## config.mk

```make
export PLATFORM = sky130hd
export DESIGN_NAME = pll_reset_supervisor
export DESIGN_NICKNAME = d
export VERILOG_FILES = /design/src/rtl/pll_reset_supervisor.sv
export SDC_FILE = /design/constraint.sdc
export NUM_CORES = 1
export LEC_CHECK = 0
export ABC_CLOCK_PERIOD_IN_PS = 2700
export BUFFER_PORTS_ARGS = -buffer_cell sky130_fd_sc_hd__buf_2
export CORE_AREA = 2 2 73 75
export DETAILED_ROUTE_END_ITERATION = 10
export DIE_AREA = 0 0 75 77
export HOLD_SLACK_MARGIN = 0.03
export SETUP_SLACK_MARGIN = 0.4
export SLEW_MARGIN = 20
export SYNTH_ARGS = -nofsm -noshare
export SYNTH_HDL_FRONTEND = slang
export SYNTH_SLANG_ARGS = --single-unit
```

## constraint.sdc

```tcl
create_clock -name clk -period 2.7 [get_ports clk]
set_clock_uncertainty 0.05 [all_clocks]
set_input_delay 0.81 -clock clk [delete_from_list [all_inputs] [get_ports clk]]
set_output_delay 0.81 -clock clk [all_outputs]
set_load 0.01 [all_outputs]
```

## src/rtl/pll_reset_supervisor.sv

```systemverilog
// Lock supervisor and reset sequencer for an ECP5 EHXPLLL, running in the reference-clock domain.
// Qualifies PLL lock, retries the PLL on timeout and releases per-channel resets in staggered order.
module pll_reset_supervisor #(
    parameter int unsigned N_OUT        = 4,
    parameter int unsigned PLLRST_PULSE = 4,
    parameter int unsigned LOCK_STABLE  = 16,
    parameter int unsigned LOCK_TIMEOUT = 100,
    parameter int unsigned RELEASE_GAP  = 8
) (
    input  logic             clk,
    input  logic             rst,
    input  logic             pll_locked,
    input  logic             force_rst,
    output logic             pll_rst,
    output logic [N_OUT-1:0] chan_rst,
    output logic             ready,
    output logic [7:0]       lost_cnt,
    output logic [7:0]       retry_cnt
);

    localparam int unsigned MAX_AB  = (PLLRST_PULSE > LOCK_STABLE) ? PLLRST_PULSE : LOCK_STABLE;
    localparam int unsigned MAX_CD  = (LOCK_TIMEOUT > RELEASE_GAP) ? LOCK_TIMEOUT : RELEASE_GAP;
    localparam int unsigned CNT_MAX = (MAX_AB > MAX_CD) ? MAX_AB : MAX_CD;
    localparam int unsigned CW      = $clog2(CNT_MAX + 1);
    localparam int unsigned IW      = $clog2(N_OUT + 1);

    typedef enum logic [2:0] {
        S_RESET_PLL,
        S_WAIT_LOCK,
        S_QUALIFY,
        S_RELEASE,
        S_RUN
    } state_e;

    state_e           state_q, state_d;
    logic [CW-1:0]    cnt_q, cnt_d;
    logic [IW-1:0]    idx_q, idx_d;
    logic             sync1_q, sync1_d;
    logic             sync2_q, sync2_d;
    logic             pll_rst_q, pll_rst_d;
    logic [N_OUT-1:0] chan_rst_q, chan_rst_d;
    logic             ready_q, ready_d;
    logic [7:0]       lost_q, lost_d;
    logic [7:0]       retry_q, retry_d;
    logic             locked_s;
    logic             lock_lost;

    assign locked_s = sync2_q;

    always_comb begin
        state_d    = state_q;
        cnt_d      = cnt_q;
        idx_d      = idx_q;
        sync1_d    = pll_locked;
        sync2_d    = sync1_q;
        pll_rst_d  = pll_rst_q;
        chan_rst_d = chan_rst_q;
        ready_d    = ready_q;
        lost_d     = lost_q;
        retry_d    = retry_q;
        lock_lost  = ((state_q == S_RELEASE) || (state_q == S_RUN)) && !locked_s;

        // A lock loss is counted even when force_rst wins the same cycle.
        if (lock_lost && (lost_q != 8'hFF)) begin
            lost_d = lost_q + 8'd1;
        end

        if (force_rst || lock_lost) begin
            state_d    = S_RESET_PLL;
            cnt_d      = '0;
            idx_d      = '0;
            pll_rst_d  = 1'b1;
            chan_rst_d = '1;
            ready_d    = 1'b0;
        end else begin
            case (state_q)
                S_RESET_PLL: begin
                    if (cnt_q == CW'(PLLRST_PULSE - 1)) begin
                        state_d   = S_WAIT_LOCK;
                        cnt_d     = '0;
                        pll_rst_d = 1'b0;
                    end else begin
                        cnt_d = cnt_q + CW'(1);
                    end
                end
                S_WAIT_LOCK: begin
                    if (locked_s) begin
                        // The first locked sample already counts toward qualification.
                        if (LOCK_STABLE <= 1) begin
                            state_d    = S_RELEASE;
                            cnt_d      = '0;
                            idx_d      = IW'(1);
                            chan_rst_d = ~N_OUT'(1);
                        end else begin
                            state_d = S_QUALIFY;
                            cnt_d   = CW'(1);
                        end
                    end else if (cnt_q == CW'(LOCK_TIMEOUT - 1)) begin
                        state_d   = S_RESET_PLL;
                        cnt_d     = '0;
                        pll_rst_d = 1'b1;
                        if (retry_q != 8'hFF) begin
                            retry_d = retry_q + 8'd1;
                        end
                    end else begin
                        cnt_d = cnt_q + CW'(1);
                    end
                end
                S_QUALIFY: begin
                    if (!locked_s) begin
                        state_d = S_WAIT_LOCK;
                        cnt_d   = '0;
                    end else if (cnt_q == CW'(LOCK_STABLE - 1)) begin
                        state_d    = S_RELEASE;
                        cnt_d      = '0;
                        idx_d      = IW'(1);
                        chan_rst_d = ~N_OUT'(1);
                    end else begin
                        cnt_d = cnt_q + CW'(1);
                    end
                end
                S_RELEASE: begin
                    // idx_q is the next channel to release; all done once it reaches N_OUT.
                    if (idx_q == IW'(N_OUT)) begin
                        state_d = S_RUN;
                        ready_d = 1'b1;
                    end else if (cnt_q == CW'(RELEASE_GAP - 1)) begin
                        chan_rst_d = chan_rst_q & ~(N_OUT'(1) << idx_q);
                        idx_d      = idx_q + IW'(1);
                        cnt_d      = '0;
                    end else begin
                        cnt_d = cnt_q + CW'(1);
                    end
                end
                S_RUN: begin
                    ready_d = 1'b1;
                end
                default: begin
                    state_d    = S_RESET_PLL;
                    cnt_d      = '0;
                    idx_d      = '0;
                    pll_rst_d  = 1'b1;
                    chan_rst_d = '1;
                    ready_d    = 1'b0;
                end
            endcase
        end
    end

    always_ff @(posedge clk or posedge rst) begin
        if (rst) begin
            state_q    <= S_RESET_PLL;
            cnt_q      <= '0;
            idx_q      <= '0;
            sync1_q    <= 1'b0;
            sync2_q    <= 1'b0;
            pll_rst_q  <= 1'b1;
            chan_rst_q <= '1;
            ready_q    <= 1'b0;
            lost_q     <= '0;
            retry_q    <= '0;
        end else begin
            state_q    <= state_d;
            cnt_q      <= cnt_d;
            idx_q      <= idx_d;
            sync1_q    <= sync1_d;
            sync2_q    <= sync2_d;
            pll_rst_q  <= pll_rst_d;
            chan_rst_q <= chan_rst_d;
            ready_q    <= ready_d;
            lost_q     <= lost_d;
            retry_q    <= retry_d;
        end
    end

    assign pll_rst   = pll_rst_q;
    assign chan_rst  = chan_rst_q;
    assign ready     = ready_q;
    assign lost_cnt  = lost_q;
    assign retry_cnt = retry_q;

endmodule
```

Yosys cells after proc, flatten, opt, wreduce, memory -nomap -nowiden:

Cells that the tools add are included.

* reductions and logical operators: 15
* $mul: 0
* equality and inequality tests: 25
* $lt $le $gt $ge: 0
* muxes and demuxes: 37
* shift-type cells: 1
* divide/modulo/power cells: 0
* $add $sub $neg: 4
* bitwise logic cells: 4

Operator list (number)
* two-way mux 7 bit: 8
* two-way mux 3 bit: 12
* one-hot mux 7 bit (5 select lines): 1
* two-way mux 4 bit: 5
* != test 3 bit (second input constant): 6
* adder 8 x 1 -> 8 bit (second input constant): 2
* != test 8 bit (second input constant): 2
* one-hot mux 3 bit (5 select lines): 1
* AND reduction 5 bit: 3
* one-hot mux 4 bit (3 select lines): 1
* one-hot mux 3 bit (3 select lines): 1
* OR reduction 3 bit: 3
* != test 2 x 1 -> 1 bit (second input constant): 4
* != test 4 bit (second input constant): 2
* adder 7 x 1 -> 7 bit (second input constant): 1
* equality test 7 x 2 -> 1 bit (second input constant): 1
* equality test 7 x 3 -> 1 bit (second input constant): 1
* equality test 7 x 4 -> 1 bit (second input constant): 1
* equality test 7 bit (second input constant): 1
* equality test 3 x 2 -> 1 bit (second input constant): 2
* equality test 3 bit (second input constant): 2
* two-way mux 1 bit: 6
* != test 3 x 1 -> 1 bit (second input constant): 2
* one-hot mux 1 bit (3 select lines): 2
* other kinds (12): 16

* output and inout bits: 22
* RAM bits: 0
* input port bits: 4
* register bits after elaboration: 37
* word-level logic and storage cells: 96
* latch bits: 0
* memory bits (read-only): 0
* memories: 0

Longest topological paths before layout:

Gate-level depths: netlist of the first run.

* depth in word-level cells: 7
* depth in mapped cells: 8
* mapped depth without buffers: 7

Worst setup path before layout of the first run:

No wires, ideal clock.

* path type: input to register
* start: in force_rst
* end: reg cnt_q[2]
* path buffers: 2
* setup time: 0.121 ns
* arrival time: 1.908 ns
* cell stages on the path: 7
* slack: 0.621 ns
* required time: 2.529 ns
* cells stage by stage: clkbuf_1 > nand2b_1 > o22ai_1 > buf_2 > nor3b_1 > o211ai_1 > nand2_1

* cells in the longest elaborated chain, start to end: 3
* elaborated cells on any way between the ends: 5
* those cells by class: eq/ne (2); mux (1); reduce/logical (2)

Ends and longest elaborated chain
* start: declaration: RTL line 13 `input logic force_rst,`
* logical OR 1 bit *: RTL line 68 `if (force_rst || lock_lost) begin`
* != test 3 bit (no line) or != test 2 x 1 -> 1 bit (tied branches)
* AND reduction 2 bit (no line)
* end signal: assignment: RTL line 164 `cnt_q <= cnt_d;`
* end: declaration: RTL line 36 `logic [CW-1:0] cnt_q, cnt_d;`

Mark *: on every way between the ends. The rest lies on a longest branch, timed or not.
A chain may end at the register's enable or synchronous reset.

Worst setup path after layout of the first run:

* start: reg cnt_q[0]
* end: reg state_q[0]

* cells in the longest elaborated chain, start to end: 3
* elaborated cells on any way between the ends: 7
* those cells by class: eq/ne (6); reduce/logical (1)

Ends and longest elaborated chain
* equality test 7 x 4 -> 1 bit (tied with other cells): RTL line 113 `end else if (cnt_q == CW'(LOCK_STABLE - 1)) begin`
* != test 4 bit (no line) or != test 3 bit (tied branches)
* AND reduction 5 bit (no line) *
* end signal: assignment: RTL line 163 `state_q <= state_d;`
* end: declaration: RTL line 35 `state_e state_q, state_d;`

Marked as above.

==> results.rst, run 1 <==
.. list-table::
   :header-rows: 1

   * - Metric
     - Value
   * - Run status
     - finished clean
   * - Post-synthesis register bit count
     - 37
   * - Synth unique cells
     - 49
   * - Diode insertion count for antenna repair
     - 0
   * - Num CTS Buffers
     - 5
   * - Type of the worst min-delay path
     - register to register
   * - Share of layout cells above drive strength 1
     - 21.8%
   * - DRC viols
     - 0
   * - Post-synthesis async set-or-reset flop share
     - 100%
   * - Reg area
     - 932 um2
   * - Data required time at the worst endpoint
     - 2.87 ns
   * - Worst path depth
     - 6
   * - Number of nets in the final layout
     - 254
   * - Static Leak
     - 1.09 nW
   * - Detailed-route via count
     - 1717
   * - Area growth, synth to finish
     - 17.1%
   * - Post-detailed-route via-to-cell ratio
     - 5.49
   * - Hold buffer count at CTS
     - 0
   * - Worst-path maximum fanout
     - 6
   * - Comb pwr share
     - 20.9%
   * - Die Ht
     - 77 um
   * - Count of final hold-check violations
     - 0
   * - Syn Std Cell Area
     - 0.00210 mm2
   * - Antenna-violating nets left
     - 0
   * - Multi-input gate area in the final layout
     - 0.00111 mm2
   * - Period Utilization, post-route
     - 80.3%
   * - Cell internal pwr
     - 0.00114 W
   * - Setup-failing EPs final
     - 0
   * - Pins Over Slew Limit
     - 0
   * - Number of synthesized flops with an enable pin
     - 0
   * - Initial antenna violation count
     - 0
   * - Sequential fraction of the synthesis area
     - 44.5%
   * - Power density cells
     - 662 mW/mm2
   * - Number of input and output port buffers inserted
     - 25
   * - First-pass GRT wire length
     - 7520 um
   * - Routability Congestion
     - 0.844
   * - Total iterations of the first detailed-routing run
     - 6
   * - Setup repair after global routing missed its margin
     - yes
   * - Vias in the first global route
     - 1559
   * - Die Outline Area
     - 0.00578 mm2
   * - Detail Placement HPWL
     - 3080 um
   * - H-tree lvl count
     - 2
   * - Tightest Pin Transition
     - 0.518 ns
   * - Sinks on the clock net
     - 37
   * - Sw Ratio
     - 30.0%
   * - Critical path start-end classification
     - register to register
   * - Hold path cells
     - 0
   * - Ordered cell list for the critical path
     - ha_1, nor4b_4, and2_1, o32ai_1, or4_1, a22oi_1
   * - Peak supply drop
     - 0.365 mV
   * - Critical Path Max Stage Delay
     - 0.49 ns
   * - Std-Cell Rows
     - 26
   * - Ports
     - 26
   * - Depth of the worst register-to-register path
     - 6
   * - TritonCTS clock tree
     - done
   * - Proportion of power drawn by flip-flops and latches
     - 42.8%
   * - Shortest clock period the worst path allows after layout
     - 2.17 ns
   * - Number of buffers and inverters on the critical path
     - 0
   * - Die Wd
     - 75 um
   * - Total global routing track utilization
     - 16.7%
   * - Most common flop cell mapped by yosys
     - dfrtp_1
   * - NetSw
     - 0.000488 W
   * - Clock-pin slew on the worst setup and hold paths
     - 0.08 ns
   * - Clock buffer depth
     - 2
   * - Critical Path End Type
     - register
   * - Mean instance size in the synthesized netlist
     - 9.79 um2
   * - Post-route setup TNS
     - 0 ns
   * - Insertion delay to the later sink of the worst-skew pair
     - 0.29 ns
   * - Cell with the largest stage delay on the worst path
     - or4_1
   * - Crit path max-delay family
     - simple AND/OR/NAND/NOR gates
   * - Number of warnings reported in the yosys synthesis log
     - 0
   * - Initial core utilization
     - 42.1%
   * - Mean routed wirelength per cell
     - 14.0 um
   * - Arrival time at the worst endpoint
     - 2.33 ns
   * - Clock network fraction of total power
     - 36.2%
   * - Max-cap violations
     - 0
   * - Instance count of the mapped netlist
     - 214
   * - # fillers
     - 484
   * - Synthesized net count
     - 226
   * - Worst rel slew slack
     - 64.6%
   * - Critical Path Start Type
     - register
   * - Overall overflow remaining after global route
     - 0
   * - Routed wire length
     - 4390 um
   * - Master cell of the clock root buffer
     - clkbuf_8
   * - Post-Layout Inst Area
     - 0.00245 mm2
   * - Total cell area at the placement stage
     - 0.00229 mm2
   * - Starting DRC count in detailed routing
     - 161
   * - Placeable core region
     - 0.00498 mm2
   * - Pin count of the biggest net entering global routing
     - 38
   * - Maximum operating frequency
     - 461 MHz
## routing by layer
layer,vias to the layer above,share of wire [%],GRT usage [%]
li1,838,-,-
met1,812,46,23.8
met2,59,45,23.7
met3,8,6.8,5.26
met4,0,1.9,6.07
met5,-,0,0
## power by group through the flow
stage          clock network [W]  logic [W]  registers [W]
6_report                0.000589   0.000340       0.000696
3_3_place_gp                   0   0.000328       0.000704
5_1_grt                 0.000623   0.000388       0.000707
3_5_place_dp                   0   0.000329       0.000703
4_1_cts                 0.000603   0.000331       0.000694
2_1_floorplan                  0   0.000262       0.000679
## final timing paths
kind,to,slack (ns),startpoint
setup / recovery,state_q[0],0.53,cnt_q[0]
hold / removal,locked_s,0.31,sync1_q
setup reg to reg,state_q[0],0.53,cnt_q[0]
hold reg to reg,locked_s,0.31,sync1_q
max in group asynchronous,pll_rst,1.69,rst
min in group asynchronous,retry_cnt[1],0.55,rst
## final cells by class
cell class,count,area share [%]
Multi-Input combinational cell,161,45.3
Sequential cell,37,38.0
Timing Repair Buffer,29,6.32
Tap cell,70,3.57
Clock buffer,5,2.80
Clock inverter,3,2.80
Inverter,8,1.22
## cell usage in the layout, fill, tap and decap left out, types with 2 or more instances in the layout
cell type,instances
a2111oi_0,2
a21o_1,2
a21oi_1,13
a22oi_1,2
a311oi_1,3
and2_1,2
and3_1,4
and4_1,2
buf_2,25
buf_4,4
bufinv_16,2
clkbuf_8,5
dfrtp_1,32
dfstp_2,5
ha_1,8
inv_1,8
mux2_2,2
nand2_1,22
nand2b_1,5
nand3_1,8
nand3b_1,3
nand4_1,7
nor2_1,7
nor2b_1,5
nor3_1,3
o2111ai_1,2
o211ai_1,3
o21ai_0,12
o22ai_1,3
o32ai_1,2
or2_2,3
or3b_2,2
xnor2_1,12
xor2_1,4
## worst reg2reg max path, stage by stage, from the launching register on
cell and delay [ns]:
dfrtp_1 0.41, ha_1 0.25, nor4b_4 0.36, and2_1 0.22, o32ai_1 0.12, or4_1 0.49, a22oi_1 0.19
## repair_timing
action / CTS / global route
gates resized for setup: 0 / 2
buffers inserted: 0 / 2
endpoints found under the setup margin: 0 / 10
hold endpoints to repair: 0 / 0
## registers in the layout, summed over array words and instances, names as in the netlist
register,flops
sync1_q,1
retry_cnt,8
lost_cnt,8
locked_s,1
state_q,3
ready,1
pll_rst,1
cnt_q,7
idx_q,3
chan_rst,4
## synth_stat cells (3+ instances only)
library cell / count / area, um2
buf_2: 3 / 15.0
o211ai_1: 3 / 22.5
o21ai_0: 12 / 60.1
clkbuf_1: 5 / 18.8
nand3_1: 8 / 40.0
inv_1: 8 / 30.0
nor3_1: 3 / 15.0
dfrtp_1: 32 / 801
or2_2: 3 / 18.8
nand2_1: 22 / 82.6
a21oi_1: 13 / 65.1
and3_1: 4 / 25.0
a311oi_1: 3 / 26.3
o22ai_1: 3 / 18.8
nand4_1: 7 / 43.8
nand2b_1: 5 / 31.3
xor2_1: 4 / 35.0
xnor2_1: 12 / 105
dfstp_2: 5 / 131
nor2_1: 7 / 26.3
nor2b_1: 5 / 31.3
nand3b_1: 3 / 22.5
ha_1: 8 / 100
## per-stage QoR
stage          std cells  total power (W)  util [%]  hold slack, ns  setup WS (ns)
4_1_cts              311          0.00163      48.8           0.309          0.455
5_1_grt              313          0.00172      49.3           0.318          0.354
3_5_place_dp         303          0.00103      46.0           0.291          0.454
3_3_place_gp         303          0.00103      46.0           0.283          0.400
2_1_floorplan        214         0.000942         -           0.281          0.621
6_report             313          0.00162      49.3           0.309          0.533
## cells by family after synthesis
family / share of synthesized area, %
muxes: 2.09
DFF: 44.5
xor gates and xnor gates: 6.69
buffers and inverters: 3.04
AOI/OAI and AO/OA: 16.1
and+or+nand+nor: 22.8
adders and majority gates: 4.78
Power figures use the tool's default switching activity.
==> inputs of run 2 (changes only) <==
--- a/config.mk
+++ b/config.mk
@@ -5,11 +5,12 @@
 export SDC_FILE = /design/constraint.sdc
 export NUM_CORES = 1
 export LEC_CHECK = 0
-export ABC_CLOCK_PERIOD_IN_PS = 2700
+export ABC_AREA = 1
+export ABC_CLOCK_PERIOD_IN_PS = 1900
 export BUFFER_PORTS_ARGS = -buffer_cell sky130_fd_sc_hd__buf_2
-export CORE_AREA = 2 2 73 75
+export CORE_AREA = 2 2 77 79
 export DETAILED_ROUTE_END_ITERATION = 10
-export DIE_AREA = 0 0 75 77
+export DIE_AREA = 0 0 79 81
 export HOLD_SLACK_MARGIN = 0.03
 export SETUP_SLACK_MARGIN = 0.4
 export SLEW_MARGIN = 20
==> constraint.sdc (replaced) <==
create_clock -name clk -period 1.9 [get_ports clk]
set_clock_uncertainty 0.05 [all_clocks]
set_input_delay 0.57 -clock clk [delete_from_list [all_inputs] [get_ports clk]]
set_output_delay 0.57 -clock clk [all_outputs]
set_load 0.01 [all_outputs]
==> run 2 against run 1 <==
Compared with the run above:
- global-route usage grew 3.7 points
- count of clock-buffer cells in the layout grew 1
- final cell count grew 53%
- die area grew 11%
==> results.rst, run 2 <==
.. list-table::
   :header-rows: 1

   * - Metric
     - Value
   * - Setup repair after global routing missed its margin
     - yes (unchanged)
   * - Number of input and output port buffers inserted
     - 25 (unchanged)
   * - Worst rel slew slack
     - 68.2% (was 64.6%)
   * - Crit Reg-Reg Startpoint
     - state_q[1] (was cnt_q[0])
   * - Max-cap violations
     - 0 (unchanged)
   * - Post-Layout Inst Area
     - 0.00353 mm2 (was 0.00245 mm2)
   * - Post-detailed-route via-to-cell ratio
     - 5.23 (was 5.49)
   * - Clock-pin slew on the worst setup and hold paths
     - 0.08 ns (about the same)
   * - Worst reg2reg endpoint
     - idx_q[0] (was state_q[0])
   * - Die Ht
     - 81 um (was 77 um)
   * - Most frequent standard cell in the layout excluding fill and tap cells
     - nand2_1 (was dfrtp_1)
   * - DRC viols
     - 0 (unchanged)
   * - Arrival time at the worst endpoint
     - 1.81 ns (was 2.33 ns)
   * - Setup-failing EPs final
     - 0 (unchanged)
   * - Final core utilization
     - 62.2% (was 49.3%)
   * - Die Wd
     - 79 um (was 75 um)
   * - Num CTS Buffers
     - 5 (unchanged)
   * - Die Outline Area
     - 0.00640 mm2 (was 0.00578 mm2)
   * - Comb pwr share
     - 47.5% (was 20.9%)
   * - Total iterations of the first detailed-routing run
     - 5 (was 6)
   * - Critical Path Start Type
     - register (unchanged)
   * - Critical path start-end classification
     - register to register (unchanged)
   * - Ports
     - 26 (unchanged)
   * - Most common flop cell mapped by yosys
     - dfrtp_1 (unchanged)
   * - Commonest cells post-synth
     - nand2_1, nor2_1, dfrtp_1, inv_1, nand3_1 (was dfrtp_1, nand2_1, a21oi_1)
   * - Shortest clock period the worst path allows after layout
     - 1.68 ns (was 2.17 ns)
   * - Post-route setup TNS
     - 0 ns (unchanged)
   * - Number of synthesized flops with an enable pin
     - 0 (unchanged)
   * - Power density cells
     - 856 mW/mm2 (was 662 mW/mm2)
   * - Type of the worst min-delay path
     - register to register (unchanged)
   * - Total cell area at the placement stage
     - 0.00259 mm2 (was 0.00229 mm2)
   * - Clock network fraction of total power
     - 18.3% (was 36.2%)
   * - Std-Cell Rows
     - 28 (was 26)
   * - Hold path cells
     - 0 (unchanged)
   * - Detail Placement HPWL
     - 3830 um (was 3080 um)
   * - Sinks on the clock net
     - 37 (unchanged)
   * - Detailed-route via count
     - 2512 (was 1717)
   * - Post-synthesis async set-or-reset flop share
     - 100% (unchanged)
   * - Proportion of power drawn by flip-flops and latches
     - 34.3% (was 42.8%)
   * - Routability Congestion
     - 0.890 (was 0.844)
   * - Vias in the first global route
     - 2216 (was 1559)
   * - Post-Layout Cell Count
     - 480 (was 313)
   * - Area growth, synth to finish
     - 52.6% (was 17.1%)
   * - Tightest Pin Transition
     - 0.477 ns (was 0.518 ns)
   * - Period Utilization, post-route
     - 88.3% (was 80.3%)
   * - Number of nets in the final layout
     - 416 (was 254)
   * - Post-Place Cells
     - 414 (was 303)
   * - H-tree lvl count
     - 2 (unchanged)
   * - Pins Over Slew Limit
     - 0 (unchanged)
   * - Run status
     - finished clean (unchanged)
   * - Mean routed wirelength per cell
     - 14.4 um (was 14.0 um)
   * - Biggest area consumer among synthesized cells
     - dfrtp_1 (unchanged)
   * - Hold buffer count at CTS
     - 0 (unchanged)
   * - Static Leak
     - 1.80 nW (was 1.09 nW)
   * - Library cell with the highest instance count after synthesis
     - nand2_1 (was dfrtp_1)
   * - Synth unique cells
     - 29 (was 49)
   * - Count of final hold-check violations
     - 0 (unchanged)
   * - Initial core utilization
     - 40.8% (was 42.1%)
   * - Antenna-violating nets left
     - 0 (unchanged)
   * - Initial antenna violation count
     - 0 (unchanged)
   * - Sequential fraction of the synthesis area
     - 40.3% (was 44.5%)
   * - Clock buffer depth
     - 2 (unchanged)
   * - Overall overflow remaining after global route
     - 0 (unchanged)
   * - TritonCTS clock tree
     - done (unchanged)
   * - Insertion delay to the later sink of the worst-skew pair
     - 0.30 ns (was 0.29 ns)
   * - Min setup slack post-route
     - 0.222 ns (was 0.533 ns)
   * - Total global routing track utilization
     - 20.4% (was 16.7%)
   * - Area fraction of the dominant cell type after synthesis
     - 34.6% (was 38.2%)
   * - Dpl ws
     - 0.0181 ns (was 0.454 ns)
   * - Data required time at the worst endpoint
     - 2.03 ns (was 2.87 ns)
   * - Worst Hold Launch
     - sync1_q (unchanged)
   * - Sw Ratio
     - 40.0% (was 30.0%)
   * - Maximum operating frequency
     - 596 MHz (was 461 MHz)
   * - Commonest non-fill, non-tap cells in the layout
     - nand2_1, buf_4, nand2_2, dfrtp_1, nor2_1 (was dfrtp_1, buf_2, nand2_1)
   * - Critical Path End Type
     - register (unchanged)
   * - Synthesized net count
     - 322 (was 226)
   * - Syn Std Cell Area
     - 0.00231 mm2 (was 0.00210 mm2)
   * - Number of warnings reported in the yosys synthesis log
     - 0 (unchanged)
   * - Master cell of the clock root buffer
     - clkbuf_8 (unchanged)
   * - Peak supply drop
     - 0.419 mV (was 0.365 mV)
   * - Cell internal pwr
     - 0.00181 W (was 0.00114 W)
   * - Worst-path maximum fanout
     - 7 (was 6)
   * - Depth of the worst register-to-register path
     - 9 (was 6)
   * - First-pass GRT wire length
     - 10300 um (was 7520 um)
   * - Share of layout cells above drive strength 1
     - 48.4% (was 21.8%)
   * - Instance count of the mapped netlist
     - 310 (was 214)
   * - Mean instance size in the synthesized netlist
     - 7.46 um2 (was 9.79 um2)
   * - Setup slack of the most critical reg-to-reg path
     - 0.22 ns (was 0.53 ns)
   * - Pin count of the biggest net entering global routing
     - 38 (unchanged)
   * - Post-synthesis register bit count
     - 37 (unchanged)
   * - Diode insertion count for antenna repair
     - 0 (unchanged)
   * - Placeable core region
     - 0.00568 mm2 (was 0.00498 mm2)
   * - Routed wire length
     - 6920 um (was 4390 um)
   * - Starting DRC count in detailed routing
     - 188 (was 161)
   * - Destination of the worst hold path
     - locked_s (unchanged)
   * - NetSw
     - 0.00121 W (was 0.000488 W)
   * - Leading cell types by total area after synthesis
     - dfrtp_1, nand2_1, nand3_1 (was dfrtp_1, dfstp_2, xnor2_1)
==> run 2: cell types whose count changed after synthesis, sizes merged, moves of 5 or more <==
cell and delta:
a21oi -8, clkbuf -5, inv +26, o21ai +6, nand2b -5, xnor2 -5, nor2 +27, nand2 +80
nor2b -5, nand3 +25
==> run 2: layout make-up <==
cell class	instances	area, um2
clock buffer	6	72.6
timing repair buffer	88	688
sequential	37	936
tap	75	93.8
multi-input combinational	237	1580
inverter	35	151
clock inverter	2	10.0
fill	476	2150
==> run 2: worst max-delay path: stages (launching register included) <==
cell and delay [ns]:
dfrtp_2 0.47, buf_4 0.17, nand2_1 0.11, nor2_4 0.07, a21oi_1 0.21, nand3_2 0.12, nand2_4 0.15, nand2_8 0.09
nand2_2 0.06, o21ai_1 0.05
==> run 2: logic make-up after synthesis <==
group	share of synthesized area [%]
adder cells (fa/ha/maj)	4.33
flip-flops	40.3
buffers and inverters	6.81
XOR/XNOR	4.92
AND/OR/NAND/NOR	35.9
AO/OA/AOI/OAI	7.73
==> run 2: worst max path at each step <==
| stage | start | to | slack (ns) | depth (start not counted) |
|---|---|---|---|---|
| after floorplan | cnt_q[0] | retry_cnt[5] | 0.29 | 10 |
| after global placement | force_rst | cnt_q[2] | 0.01 | 7 |
| after detailed placement | force_rst | cnt_q[2] | 0.02 | 7 |
| after CTS | cnt_q[0] | retry_cnt[5] | 0.29 | 9 |
| after global routing | cnt_q[1] | idx_q[0] | 0.12 | 11 |
| final | state_q[1] | idx_q[0] | 0.22 | 9 |
==> run 2: routing by layer <==
metal	part of all wire, %	GRT usage, %	up-vias
met5	0	0	-
met4	2.3	7.07	0
met3	6.0	4.33	15
met2	50	34.7	101
met1	42	25.9	1206
li1	-	-	1190
==> run 2: through the flow <==
step | hold slack [ns] | power, W
finish | 0.307 | 0.00302
global route | 0.313 | 0.00319
CTS | 0.310 | 0.00273
detailed placement | 0.288 | 0.00185
global placement | 0.288 | 0.00184
floorplan | 0.281 | 0.00161
==> run 2: power by group through the flow <==
stage | clock, W | combinational [W] | sequential, W
6_report | 0.000551 | 0.00143 | 0.00103
4_1_cts | 0.000564 | 0.00114 | 0.00103
2_1_floorplan | 0 | 0.000577 | 0.00103
3_5_place_dp | 0 | 0.000818 | 0.00103
3_3_place_gp | 0 | 0.000814 | 0.00103
5_1_grt | 0.000599 | 0.00155 | 0.00104
==> run 2: what timing repair did <==
| action | CTS | global route |
|---|---|---|
| hold endpoints to repair | 0 | 0 |
| gates cloned | 2 | 0 |
| pin swaps | 18 | 29 |
| setup endpoints to repair | 47 | 49 |
| gates resized for setup | 57 | 60 |
| buffers inserted | 36 | 20 |
==> inputs of run 3 (changes only) <==
--- a/config.mk
+++ b/config.mk
@@ -12,7 +12,7 @@
 export DETAILED_ROUTE_END_ITERATION = 10
 export DIE_AREA = 0 0 79 81
 export HOLD_SLACK_MARGIN = 0.03
-export SETUP_SLACK_MARGIN = 0.4
+export SETUP_SLACK_MARGIN = 0.02
 export SLEW_MARGIN = 20
 export SYNTH_ARGS = -nofsm -noshare
 export SYNTH_HDL_FRONTEND = slang
==> run 3 against run 2 <==
Compared with the run above:
- final cell count down 11%
- worst setup slack worse by 0.059 ns
- core utilization shrank 14 points
- critical endpoint is now cnt_q[2]
- routed wire length fell by 26%
- first-iteration DRC count decreased by 44%
- hold slack worse by 0.048 ns
- non-clock buffer count down 52
- global-route usage down 2.9 points
- via count down 17%
- sequential power barely moved
- register-to-register slack got worse by 0.06 ns
==> results.rst, run 3 (same netlist as run 2, synthesis figures left out) <==
.. list-table::
   :header-rows: 1

   * - Metric
     - Value
   * - Run status
     - finished clean (unchanged)
   * - Setup repair after global routing missed its margin
     - yes (unchanged)
   * - Post-detailed-route via-to-cell ratio
     - 4.87 (was 5.23)
   * - Starting DRC count in detailed routing
     - 106 (was 188)
   * - Vias in the first global route
     - 1939 (was 2216)
   * - Cell repeated most along the worst path
     - nand2_2
   * - Total iterations of the first detailed-routing run
     - 4 (was 5)
   * - Post-CTS setup repair buffer count
     - 0 (was 36)
   * - Die Ht
     - 81 um (unchanged)
   * - Die Outline Area
     - 0.00640 mm2 (unchanged)
   * - DRC viols
     - 0 (unchanged)
   * - Initial core utilization
     - 40.8% (unchanged)
   * - Static Leak
     - 1.45 nW (was 1.80 nW)
   * - Std-Cell Rows
     - 28 (unchanged)
   * - Period Utilization, post-route
     - 91.4% (was 88.3%)
   * - Number of nets in the final layout
     - 362 (was 416)
   * - Total global routing track utilization
     - 17.5% (was 20.4%)
   * - Cell with the largest stage delay on the worst path
     - dfrtp_1 (was dfrtp_2)
   * - Critical Path End Type
     - register (unchanged)
   * - Area growth, synth to finish
     - 19.4% (was 52.6%)
   * - Placeable core region
     - 0.00568 mm2 (unchanged)
   * - Worst reg2reg endpoint
     - cnt_q[2] (was idx_q[0])
   * - Arrival time at the worst endpoint
     - 1.88 ns (was 1.81 ns)
   * - Hold buffer count at CTS
     - 0 (unchanged)
   * - Type of the worst min-delay path
     - input port to async pin (was register to register)
   * - First-pass GRT wire length
     - 8830 um (was 10300 um)
   * - Max-cap violations
     - 0 (unchanged)
   * - Most frequent standard cell in the layout excluding fill and tap cells
     - nand2_1 (unchanged)
   * - Master cell of the clock root buffer
     - clkbuf_8 (unchanged)
   * - Worst-path maximum fanout
     - 7 (unchanged)
   * - Mean routed wirelength per cell
     - 12.0 um (was 14.4 um)
   * - TritonCTS clock tree
     - done (unchanged)
   * - H-tree lvl count
     - 2 (unchanged)
   * - Post-Layout Inst Area
     - 0.00276 mm2 (was 0.00353 mm2)
   * - Overall overflow remaining after global route
     - 0 (unchanged)
   * - Peak supply drop
     - 0.433 mV (was 0.419 mV)
   * - Detail Placement HPWL
     - 3710 um (was 3830 um)
   * - Crit Reg-Reg Startpoint
     - state_q[2] (was state_q[1])
   * - Detailed-route via count
     - 2074 (was 2512)
   * - Tightest Pin Transition
     - 0.430 ns (was 0.477 ns)
   * - Commonest non-fill, non-tap cells in the layout
     - nand2_1, nor2_1, dfrtp_1 (was nand2_1, buf_4, nand2_2, dfrtp_1, nor2_1)
   * - Critical Path Start Type
     - register (unchanged)
   * - Critical Path Max Stage Delay
     - 0.44 ns (was 0.47 ns)
   * - Power density cells
     - 941 mW/mm2 (was 856 mW/mm2)
   * - Routability Congestion
     - 0.913 (was 0.890)
   * - Pins Over Slew Limit
     - 0 (unchanged)
   * - Insertion delay to the later sink of the worst-skew pair
     - 0.30 ns (about the same)
   * - Antenna-violating nets left
     - 0 (unchanged)
   * - Clock buffer depth
     - 2 (unchanged)
   * - Resized Gates After CTS
     - 1 (was 57)
   * - Maximum operating frequency
     - 576 MHz (was 596 MHz)
   * - Post-route setup TNS
     - 0 ns (unchanged)
   * - Setup-failing EPs final
     - 0 (unchanged)
   * - Data required time at the worst endpoint
     - 2.04 ns (was 2.03 ns)
   * - Pin count of the biggest net entering global routing
     - 38 (unchanged)
   * - Ports
     - 26 (unchanged)
   * - Die Wd
     - 79 um (unchanged)
   * - Total cell area at the placement stage
     - 0.00260 mm2 (was 0.00259 mm2)
   * - Clock-pin slew on the worst setup and hold paths
     - 0.08 ns (about the same)
   * - Share of layout cells above drive strength 1
     - 20.8% (was 48.4%)
   * - Count of final hold-check violations
     - 0 (unchanged)
   * - Final core utilization
     - 48.7% (was 62.2%)
   * - Depth of the worst register-to-register path
     - 9 (unchanged)
   * - Routed wire length
     - 5090 um (was 6920 um)
   * - Worst rel slew slack
     - 71.1% (was 68.2%)
   * - Sinks on the clock net
     - 37 (unchanged)
   * - Ordered cell list for the critical path
     - inv_2, nand3_4, nand2_2, nand2_2, nand4_4, nand2_4, clkinvlp_4, nand3_1, nand2_1 (was buf_4, nand2_1, nor2_4, a21oi_1, nand3_2, nand2_4, nand2_8, nand2_2, o21ai_1)
   * - Diode insertion count for antenna repair
     - 0 (unchanged)
   * - Num CTS Buffers
     - 5 (unchanged)
   * - Number of input and output port buffers inserted
     - 25 (unchanged)
   * - Initial antenna violation count
     - 0 (unchanged)
   * - Shortest clock period the worst path allows after layout
     - 1.74 ns (was 1.68 ns)
   * - Critical path start-end classification
     - register to register (unchanged)
   * - Setup slack of the most critical reg-to-reg path
     - 0.16 ns (was 0.22 ns)
-- run 3: critical path: cells and delay by family (launching register included) --
kind	cells	cell delay [ns]
AND/OR/NAND/NOR	7	0.88
flip-flops	1	0.44
buffers and inverters	2	0.27
-- run 3: stage by stage --
step / hold WS [ns] / worst slack, ns / total power [W] / instances
after floorplan: 0.281 / 0.245 / 0.00159 / 310
after global placement: 0.291 / 0.120 / 0.00185 / 418
after detailed placement: 0.292 / 0.0148 / 0.00186 / 418
after CTS: 0.267 / 0.108 / 0.00259 / 426
after global routing: 0.288 / 0.0140 / 0.00280 / 426
final: 0.259 / 0.163 / 0.00260 / 426
-- run 3: final cells by class --
type / instances / area (um2)
clock inverters: 1 / 30.0
multi-input cells: 235 / 1260
well taps: 75 / 93.8
clock buffers: 7 / 86.3
fillers: 590 / 2910
flip-flops and latches: 37 / 933
repair buffers: 36 / 220
inverters: 35 / 139
-- run 3: worst max-delay path by stage --
stage | start | end
finish | state_q[2] | cnt_q[2]
global route | cnt_q[0] | cnt_q[5]
CTS | cnt_q[0] | cnt_q[1]
detailed placement | cnt_q[0] | chan_rst[2]
global placement | cnt_q[0] | idx_q[0]
floorplan | cnt_q[0] | retry_cnt[5]
-- run 3: layer usage --
layer / up-vias / share of wire, % / track usage (%) / wire length (um)
met5: - / 0 / 0 / 0
met4: 0 / 2.0 / 7.07 / 104
met3: 9 / 3.4 / 3.89 / 175
met2: 39 / 47 / 28.2 / 2380
met1: 949 / 48 / 22.8 / 2430
li1: 1077 / - / - / -
-- run 3: power by group --
| group | switching (W) | internal, W | total (W) |
|---|---|---|---|
| Sequential | 0.000107 | 0.000910 | 0.00102 |
| Clock | 0.000294 | 0.000428 | 0.000722 |
| Combinational | 0.000534 | 0.000326 | 0.000860 |
| Total | 0.000934 | 0.00166 | 0.00260 |
